[src/rtl/decode_queue_if.sv]
// Fetch-side and execute-side handshake bundle for decode_queue.
// slave: the queue (accepts in_*, presents out_*); master: fetch + execute.
// Ports: in_valid/in_ready/in_inst/in_pc, out_valid/out_ready/out_pc/out_illegal/out_mdu/out_decode, count.
interface decode_queue_if #(
   parameter int DEPTH = 4,
   parameter int PC_W  = 32
);
   logic                         in_valid;
   logic                         in_ready;
   logic [31:0]                  in_inst;
   logic [PC_W-1:0]              in_pc;
   logic                         out_valid;
   logic                         out_ready;
   logic [PC_W-1:0]              out_pc;
   logic                         out_illegal;
   logic                         out_mdu;
   logic [71:0]                  out_decode;
   logic [$clog2(DEPTH+1)-1:0]   count;

   modport slave (
      input  in_valid, in_inst, in_pc, out_ready,
      output in_ready, out_valid, out_pc, out_illegal, out_mdu, out_decode, count
   );

   modport master (
      output in_valid, in_inst, in_pc, out_ready,
      input  in_ready, out_valid, out_pc, out_illegal, out_mdu, out_decode, count
   );
endinterface

[src/rtl/decode_queue.sv]
// RV32I decoder feeding a DEPTH-entry FIFO of decoded control words; decode at enqueue.
// Latency: push in cycle N is visible at the head in N+1 (no in_* -> out_* combinational path).
// Backpressure: in_ready = ~full from registered count (no push while full, even with a pop); flush wins.
// Ports: clk, rst_n (async active-low), flush (sync clear), bus (decode_queue_if.slave).
// Optional feature: define RV_MEXT_EN to decode the M extension (funct7 = 0000001 on OP).
module decode_queue #(
   parameter int DEPTH = 4,
   parameter int PC_W  = 32
) (
   input  logic           clk,
   input  logic           rst_n,
   input  logic           flush,
   decode_queue_if.slave  bus
);
   localparam int AW = $clog2(DEPTH);
   localparam int CW = $clog2(DEPTH+1);

   localparam logic [6:0] OPC_LUI    = 7'b0110111;
   localparam logic [6:0] OPC_AUIPC  = 7'b0010111;
   localparam logic [6:0] OPC_JAL    = 7'b1101111;
   localparam logic [6:0] OPC_JALR   = 7'b1100111;
   localparam logic [6:0] OPC_BRANCH = 7'b1100011;
   localparam logic [6:0] OPC_LOAD   = 7'b0000011;
   localparam logic [6:0] OPC_STORE  = 7'b0100011;
   localparam logic [6:0] OPC_OPIMM  = 7'b0010011;
   localparam logic [6:0] OPC_OP     = 7'b0110011;

   typedef enum logic [2:0] {
      IT_R   = 3'd0,
      IT_I   = 3'd1,
      IT_S   = 3'd2,
      IT_B   = 3'd3,
      IT_U   = 3'd4,
      IT_J   = 3'd5,
      IT_ILL = 3'd7
   } itype_e;

   // Field order is the out_decode bit layout, MSB first.
   typedef struct packed {
      itype_e      itype;
      logic [4:0]  rs1;
      logic [4:0]  rs2;
      logic [4:0]  rd;
      logic [31:0] imm;
      logic [5:0]  ext_op;
      logic [2:0]  npc_op;
      logic        alu_src;
      logic [4:0]  alu_op;
      logic        dm_we;
      logic        dm_sign;
      logic [1:0]  dm_width;
      logic        rf_we;
      logic [1:0]  rf_wsrc;
   } decode_t;

   typedef struct packed {
      logic [PC_W-1:0] pc;
      logic            illegal;
`ifdef RV_MEXT_EN
      logic            mdu;
`endif
      decode_t         dec;
   } entry_t;

   // ------------------------------------------------------------------
   // Decoder (pure function of in_inst)
   // ------------------------------------------------------------------
   logic [31:0] inst;
   logic [6:0]  opc;
   logic [2:0]  f3;
   logic [6:0]  f7;
   logic [31:0] imm_i, imm_s, imm_b, imm_u, imm_j, imm_sh;

   assign inst   = bus.in_inst;
   assign opc    = inst[6:0];
   assign f3     = inst[14:12];
   assign f7     = inst[31:25];
   assign imm_i  = {{20{inst[31]}}, inst[31:20]};
   assign imm_s  = {{20{inst[31]}}, inst[31:25], inst[11:7]};
   assign imm_b  = {{19{inst[31]}}, inst[31], inst[7], inst[30:25], inst[11:8], 1'b0};
   assign imm_u  = {inst[31:12], 12'b0};
   assign imm_j  = {{11{inst[31]}}, inst[31], inst[19:12], inst[20], inst[30:21], 1'b0};
   assign imm_sh = {27'b0, inst[24:20]};

   decode_t dec_d;
   logic    ill_d;
`ifdef RV_MEXT_EN
   logic    mdu_d;
`endif

   always_comb begin
      dec_d          = '0;
      ill_d          = 1'b0;
`ifdef RV_MEXT_EN
      mdu_d          = 1'b0;
`endif
      // Register specifiers and memory size/sign are passed through raw for every type.
      dec_d.rs1      = inst[19:15];
      dec_d.rs2      = inst[24:20];
      dec_d.rd       = inst[11:7];
      dec_d.dm_sign  = f3[2];
      dec_d.dm_width = f3[1:0];

      if (inst[1:0] != 2'b11) begin
         ill_d = 1'b1;
      end else begin
         case (opc)
            OPC_OP: begin
               dec_d.itype = IT_R;
               dec_d.rf_we = 1'b1;
               if (f7 == 7'b0000000 || (f7 == 7'b0100000 && (f3 == 3'b000 || f3 == 3'b101))) begin
                  dec_d.alu_op = {1'b0, f7[5], f3};
               end
`ifdef RV_MEXT_EN
               else if (f7 == 7'b0000001) begin
                  dec_d.alu_op = {2'b00, f3};
                  mdu_d        = 1'b1;
               end
`endif
               else begin
                  ill_d = 1'b1;
               end
            end
            OPC_OPIMM: begin
               dec_d.itype   = IT_I;
               dec_d.alu_src = 1'b1;
               dec_d.rf_we   = 1'b1;
               if (f3 == 3'b001 || f3 == 3'b101) begin
                  // srai is the only shift allowed a non-zero funct7 (bit 5 selects arithmetic).
                  if (f7 == 7'b0000000 || (f3 == 3'b101 && f7 == 7'b0100000)) begin
                     dec_d.ext_op = 6'b100000;
                     dec_d.imm    = imm_sh;
                     dec_d.alu_op = {1'b0, f7[5], f3};
                  end else begin
                     ill_d = 1'b1;
                  end
               end else begin
                  dec_d.ext_op = 6'b010000;
                  dec_d.imm    = imm_i;
                  dec_d.alu_op = {2'b00, f3};
               end
            end
            OPC_LOAD: begin
               dec_d.itype   = IT_I;
               dec_d.ext_op  = 6'b010000;
               dec_d.imm     = imm_i;
               dec_d.alu_src = 1'b1;
               dec_d.rf_we   = 1'b1;
               dec_d.rf_wsrc = 2'b01;
               if (f3 == 3'b011 || f3 == 3'b110 || f3 == 3'b111) ill_d = 1'b1;
            end
            OPC_STORE: begin
               dec_d.itype   = IT_S;
               dec_d.ext_op  = 6'b001000;
               dec_d.imm     = imm_s;
               dec_d.alu_src = 1'b1;
               dec_d.dm_we   = 1'b1;
               if (f3[2] || f3 == 3'b011) ill_d = 1'b1;
            end
            OPC_BRANCH: begin
               dec_d.itype  = IT_B;
               dec_d.ext_op = 6'b000100;
               dec_d.imm    = imm_b;
               dec_d.npc_op = 3'b001;
               dec_d.alu_op = {2'b10, f3};
               if (f3 == 3'b010 || f3 == 3'b011) ill_d = 1'b1;
            end
            OPC_JALR: begin
               dec_d.itype   = IT_I;
               dec_d.ext_op  = 6'b010000;
               dec_d.imm     = imm_i;
               dec_d.npc_op  = 3'b100;
               dec_d.alu_src = 1'b1;
               dec_d.rf_we   = 1'b1;
               dec_d.rf_wsrc = 2'b10;
               if (f3 != 3'b000) ill_d = 1'b1;
            end
            OPC_JAL: begin
               dec_d.itype   = IT_J;
               dec_d.ext_op  = 6'b000001;
               dec_d.imm     = imm_j;
               dec_d.npc_op  = 3'b010;
               dec_d.alu_src = 1'b1;
               dec_d.rf_we   = 1'b1;
               dec_d.rf_wsrc = 2'b10;
            end
            OPC_LUI, OPC_AUIPC: begin
               dec_d.itype   = IT_U;
               dec_d.ext_op  = 6'b000010;
               dec_d.imm     = imm_u;
               dec_d.alu_src = 1'b1;
               dec_d.alu_op  = (opc == OPC_LUI) ? 5'b11001 : 5'b11010;
               dec_d.rf_we   = 1'b1;
            end
            // FENCE/SYSTEM are not executed by this pipeline and trap as illegal.
            default: ill_d = 1'b1;
         endcase
      end

      // Illegal entries carry no side effects: only raw register/funct3 fields survive.
      if (ill_d) begin
         dec_d.itype   = IT_ILL;
         dec_d.imm     = '0;
         dec_d.ext_op  = '0;
         dec_d.npc_op  = '0;
         dec_d.alu_src = 1'b0;
         dec_d.alu_op  = '0;
         dec_d.dm_we   = 1'b0;
         dec_d.rf_we   = 1'b0;
         dec_d.rf_wsrc = '0;
`ifdef RV_MEXT_EN
         mdu_d         = 1'b0;
`endif
      end
   end

   // ------------------------------------------------------------------
   // FIFO
   // ------------------------------------------------------------------
   entry_t          mem_q [DEPTH];
   entry_t          entry_d;
   entry_t          head;
   logic [AW-1:0]   wr_ptr_q, wr_ptr_d;
   logic [AW-1:0]   rd_ptr_q, rd_ptr_d;
   logic [CW-1:0]   count_q, count_d;
   logic            full, empty, push, pop;

   assign full  = (count_q == CW'(DEPTH));
   assign empty = (count_q == '0);
   assign push  = bus.in_valid & ~full & ~flush;
   assign pop   = bus.out_ready & ~empty & ~flush;

   always_comb begin
      entry_d         = '0;
      entry_d.pc      = bus.in_pc;
      entry_d.illegal = ill_d;
`ifdef RV_MEXT_EN
      entry_d.mdu     = mdu_d;
`endif
      entry_d.dec     = dec_d;
   end

   always_comb begin
      wr_ptr_d = wr_ptr_q;
      rd_ptr_d = rd_ptr_q;
      count_d  = count_q;
      if (flush) begin
         wr_ptr_d = '0;
         rd_ptr_d = '0;
         count_d  = '0;
      end else begin
         if (push) wr_ptr_d = wr_ptr_q + 1'b1;
         if (pop)  rd_ptr_d = rd_ptr_q + 1'b1;
         if (push && !pop)      count_d = count_q + 1'b1;
         else if (pop && !push) count_d = count_q - 1'b1;
      end
   end

   always_ff @(posedge clk or negedge rst_n) begin
      if (!rst_n) begin
         wr_ptr_q <= '0;
         rd_ptr_q <= '0;
         count_q  <= '0;
         for (int i = 0; i < DEPTH; i++) mem_q[i] <= '0;
      end else begin
         wr_ptr_q <= wr_ptr_d;
         rd_ptr_q <= rd_ptr_d;
         count_q  <= count_d;
         if (push) mem_q[wr_ptr_q] <= entry_d;
      end
   end

   // Head is read straight from storage; when empty it shows the stale slot.
   assign head            = mem_q[rd_ptr_q];
   assign bus.in_ready    = ~full;
   assign bus.out_valid   = ~empty;
   assign bus.out_pc      = head.pc;
   assign bus.out_illegal = head.illegal;
   assign bus.out_decode  = head.dec;
   assign bus.count       = count_q;
`ifdef RV_MEXT_EN
   assign bus.out_mdu     = head.mdu;
`else
   assign bus.out_mdu     = 1'b0;
`endif

endmodule

[src/flat_wrapper.sv]
// flat-port wrapper written by rule: the top's interface ports become plain ports
module decode_queue_flat 
#(
   parameter int DEPTH = 4,
   parameter int PC_W  = 32
)
  (clk, rst_n, flush, bus_in_valid, bus_in_inst, bus_in_pc, bus_out_ready, bus_in_ready, bus_out_valid, bus_out_pc, bus_out_illegal, bus_out_mdu, bus_out_decode, bus_count);
  decode_queue_if #(.DEPTH(DEPTH), .PC_W(PC_W)) bus_i ();
  input  logic clk;
  input  logic rst_n;
  input  logic flush;
  input wire logic [$bits(bus_i.in_valid)-1:0] bus_in_valid;
  input wire logic [$bits(bus_i.in_inst)-1:0] bus_in_inst;
  input wire logic [$bits(bus_i.in_pc)-1:0] bus_in_pc;
  input wire logic [$bits(bus_i.out_ready)-1:0] bus_out_ready;
  output wire logic [$bits(bus_i.in_ready)-1:0] bus_in_ready;
  output wire logic [$bits(bus_i.out_valid)-1:0] bus_out_valid;
  output wire logic [$bits(bus_i.out_pc)-1:0] bus_out_pc;
  output wire logic [$bits(bus_i.out_illegal)-1:0] bus_out_illegal;
  output wire logic [$bits(bus_i.out_mdu)-1:0] bus_out_mdu;
  output wire logic [$bits(bus_i.out_decode)-1:0] bus_out_decode;
  output wire logic [$bits(bus_i.count)-1:0] bus_count;
  assign bus_i.in_valid = bus_in_valid;
  assign bus_i.in_inst = bus_in_inst;
  assign bus_i.in_pc = bus_in_pc;
  assign bus_i.out_ready = bus_out_ready;
  assign bus_in_ready = bus_i.in_ready;
  assign bus_out_valid = bus_i.out_valid;
  assign bus_out_pc = bus_i.out_pc;
  assign bus_out_illegal = bus_i.out_illegal;
  assign bus_out_mdu = bus_i.out_mdu;
  assign bus_out_decode = bus_i.out_decode;
  assign bus_count = bus_i.count;
  decode_queue #(.DEPTH(DEPTH), .PC_W(PC_W)) u_core (.clk(clk), .rst_n(rst_n), .flush(flush), .bus(bus_i));
endmodule
[config.mk]
export PLATFORM = sky130hd
export DESIGN_NAME = decode_queue_flat
export DESIGN_NICKNAME = d
export VERILOG_FILES = /design/src/rtl/decode_queue_if.sv /design/src/rtl/decode_queue.sv /design/src/flat_wrapper.sv
export SDC_FILE = /design/constraint.sdc
export NUM_CORES = 1
export LEC_CHECK = 0
export ABC_AREA = 0
export BUFFER_PORTS_ARGS = -buffer_cell sky130_fd_sc_hd__buf_2
export CAP_MARGIN = 20
export CORE_AREA = 10 10 216 218
export CTS_CLUSTER_SIZE = 8
export DETAILED_ROUTE_END_ITERATION = 8
export DIE_AREA = 0 0 226 228
export PLACE_DENSITY = 0.72
export SYNTH_ARGS = -nofsm -noshare
export SYNTH_HDL_FRONTEND = slang
export SYNTH_SLANG_ARGS = --single-unit
[constraint.sdc]
create_clock -name clk -period 4.1 [get_ports clk]
set_clock_uncertainty 0.15 [all_clocks]
set_input_delay 0.615 -clock clk [delete_from_list [all_inputs] [get_ports clk]]
set_output_delay 0.615 -clock clk [all_outputs]
set_load 0.01 [all_outputs]
==> metrics <==
DRT iter0 DRCs=1,341; Slew @ Worst Pin=939 ps; Comb pwr share=25.9%; cell area after synthesis=18,800 µm²; Mapped Nets=1,905; post-synthesis sequential area ratio=55.7%; H-tree levels=2; Slew headroom=37.4%; Post-DRT Antenna Nets=0; wire length per cell=21.6 µm; std cell rows=76; Critical Path Start=u_core.rd_ptr_q[0]; Root Buffer=clkbuf_16; simple-gate portion of the synthesized area=19.1%; Levels on crit path=3; Synth area leader=dfrtp_1; Pint=9.35 mW; TritonCTS clock tree=done; Critical Path Max Stage Delay=760 ps; detailed placement HPWL=34.9 mm; Critical Path End Type=primary output; total iterations of the first detailed-routing run=5; synthesis-stage register bit count=419; Hold WS=104 ps; LEAKAGE=10.5 nW; synth top area cells=dfrtp_1 56%, nand2_1 16%, mux4_2 12%, o21ai_0 3.1%, clkbuf_1 1.7%; final RePlAce weighted congestion=0.970; top cell type's share of synthesized area=55.7%; Final Net Count=2,055; Die Ht=228 µm; xor and xnor area share after synthesis=0.279%; synthesis-to-finish area growth=16.1%; Sw Share=31.1%; IO Pins=180; RR Startpoint=u_core.bus.count[2]; Sequential Power Share=42.6%; Pins Over Slew Limit=0; Initial Util=44.3%; Commonest cells post-synth=797 x nand2_1, 419 x dfrtp_1, 116 x o21ai_0; cts hold-fix bufs=1; # Post-CTS Setup Buffers=0; worst path bufs/invs=2; Reg2Reg Depth=6; via count=14,608; kind of critical path=flop to primary output; core area=42,500 µm²; total global routing overflow=0; ys async rst share=100%; status=finished, final reports clean; die area=51,500 µm²; Residual DRC=0; global-route wire length before repair=87.3 mm; proportion of synthesized area in mux cells=12.9%; Adder-Cell Fraction of Synth Area=0.372%; Max Freq=0.301 GHz; Tcrit/Tclk final=81.1%; Yosys warning count=0; Crit-path slowest cell=dfrtp_4; Final min period=3330 ps; maximum vdd ir drop=0.484 mV; post_cts resized=0; largest family of logic cells by synthesized area=simple AND/OR/NAND/NOR gates; Most used DFF post-synth=dfrtp_1; cells along the critical path=buf_12 -> mux4_2 -> buf_2; Worst-path clk slew=50 ps; startpoint type of the worst setup path=flop; min-delay worst type=primary input to flop; Final Hold Vio Count=0; initial antenna violation count=9; cell family with most CP delay=flip-flops; Fin Setup TNS=0 ps; share of layout cells above drive strength 1=21.8%; Total GRT Usage=21.4%; worst-skew pair later-pin latency=600 ps; Vias per Instance=5.75; Mean Syn Cell Area=10.3 µm²; number of distinct library cells after synthesis=68; Psw=4.22 mW; vias in the first global route=15,279; Compound-Gate Fraction of Synth Area=8.46%; pin count of the biggest net entering global routing=114; Clock power frac=31.6%; crit-path max FO=36; number of max-cap violations=0; PD cells=621 nW/µm²; RSZ-0062 raised after global routing=no; count of input and output buffers=178; required time worst endpoint=3340 ps; reg-to-reg slack, setup=910 ps; setup violators final=0; TritonCTS Buffers=59; Reg2Reg Capture Point=u_core.mem_q[210]; drt total wl=54.8 mm; most frequent cell after synthesis=nand2_1; die width=226 µm; number of synthesized flops with an enable pin=0; Worst EP arrival=2560 ps; CTS sink cnt=419; clk buf depth=3; Post-Syn Instances=1,831; CP Capture Point=bus_out_decode[25]
## sequential cells by signal, indices dropped and copies added (netlist names)
register          cells
u_core.bus.count      3
u_core.rd_ptr_q       2
u_core.wr_ptr_q       2
u_core.mem_q        412
## power groups by stage
| stage | sequential (mW) | clock (mW) | combinational [mW] |
|---|---|---|---|
| after global placement | 5.74 | 0 | 3.48 |
| after floorplan | 5.56 | 0 | 2.40 |
| after detailed placement | 5.81 | 0 | 3.57 |
| final | 5.78 | 4.28 | 3.51 |
| after CTS | 5.76 | 4.36 | 3.59 |
| after global routing | 5.89 | 4.54 | 3.91 |
## tightest hold or removal path, stage by stage
cell and delay [ps]:
buf_2 100, nand2_1 50, nand2_1 50
## routing by layer
| metal | part of all wire [%] | GRT usage, % | wire length, µm |
|---|---|---|---|
| met5 | 0.10 | 0 | 56 |
| met4 | 2.5 | 6.97 | 1380 |
| met3 | 9.3 | 5.86 | 5100 |
| met2 | 49 | 34.9 | 26800 |
| met1 | 39 | 27.1 | 21500 |
## placed cells by master (no fill, tap or decap), drive strengths merged, types with 2 or more instances in the layout
| cell | count |
|---|---|
| a211oi | 4 |
| a221o | 2 |
| nand2 | 798 |
| and2 | 3 |
| nor4 | 2 |
| nor2 | 28 |
| xnor2 | 5 |
| a21o | 2 |
| and3 | 5 |
| a31oi | 4 |
| nor3 | 4 |
| or4 | 2 |
| a22oi | 5 |
| or3 | 7 |
| o21a | 5 |
| nand2b | 2 |
| clkbuf | 64 |
| mux2 | 8 |
| o21ai | 194 |
| a21boi | 2 |
| dfrtp | 419 |
| a32o | 3 |
| nand4 | 5 |
| nand3 | 9 |
| mux4 | 103 |
| inv | 13 |
| diode | 6 |
| o22a | 12 |
| nand4b | 5 |
| a2111oi | 2 |
| buf | 212 |
| nor2b | 4 |
| nor3b | 4 |
| a21oi | 25 |
| ha | 4 |
## per-stage QoR
stage,power [mW],utilization (%),instance area (µm²),setup slack [ps],std cells
floorplan,7.96,-,18800,1280,1831
global placement,9.22,47.7,20300,783,2465
detailed placement,9.38,47.7,20300,681,2465
CTS,13.7,51.4,21800,720,2535
global route,14.3,51.4,21800,646,2537
finish,13.6,51.4,21800,774,2541
## final cells by class
cell class	count	area (µm²)
tap	546	683
inverter	10	37.5
sequential	419	10500
clock inverter	5	65.1
multi-input combinational	1278	7780
clock buffer	64	1500
antenna	6	15.0
timing repair buffer	213	1280
fill	3708	20700
## how the worst min path moves through the flow
stage | cells after the start | end | from | slack (ps)
floorplan | 0 | u_core.bus.count[0] | rst_n | 170
global placement | 2 | u_core.mem_q[163] | u_core.mem_q[163] | 300
detailed placement | 2 | u_core.mem_q[206] | u_core.mem_q[206] | 310
CTS | 3 | u_core.mem_q[391] | bus_in_pc[3] | 80
global route | 3 | u_core.mem_q[200] | bus_in_pc[22] | 90
finish | 3 | u_core.mem_q[195] | bus_in_pc[17] | 100
## cell families after synthesis
group / after synthesis
DFF: 419
and+or+nand+nor: 886
xor gates and xnor gates: 6
other: 1
adders and majority gates: 5
buffers and inverters: 134
muxes: 112
AOI/OAI and AO/OA: 268
Note: power is estimated with default switching activity, not from simulation.
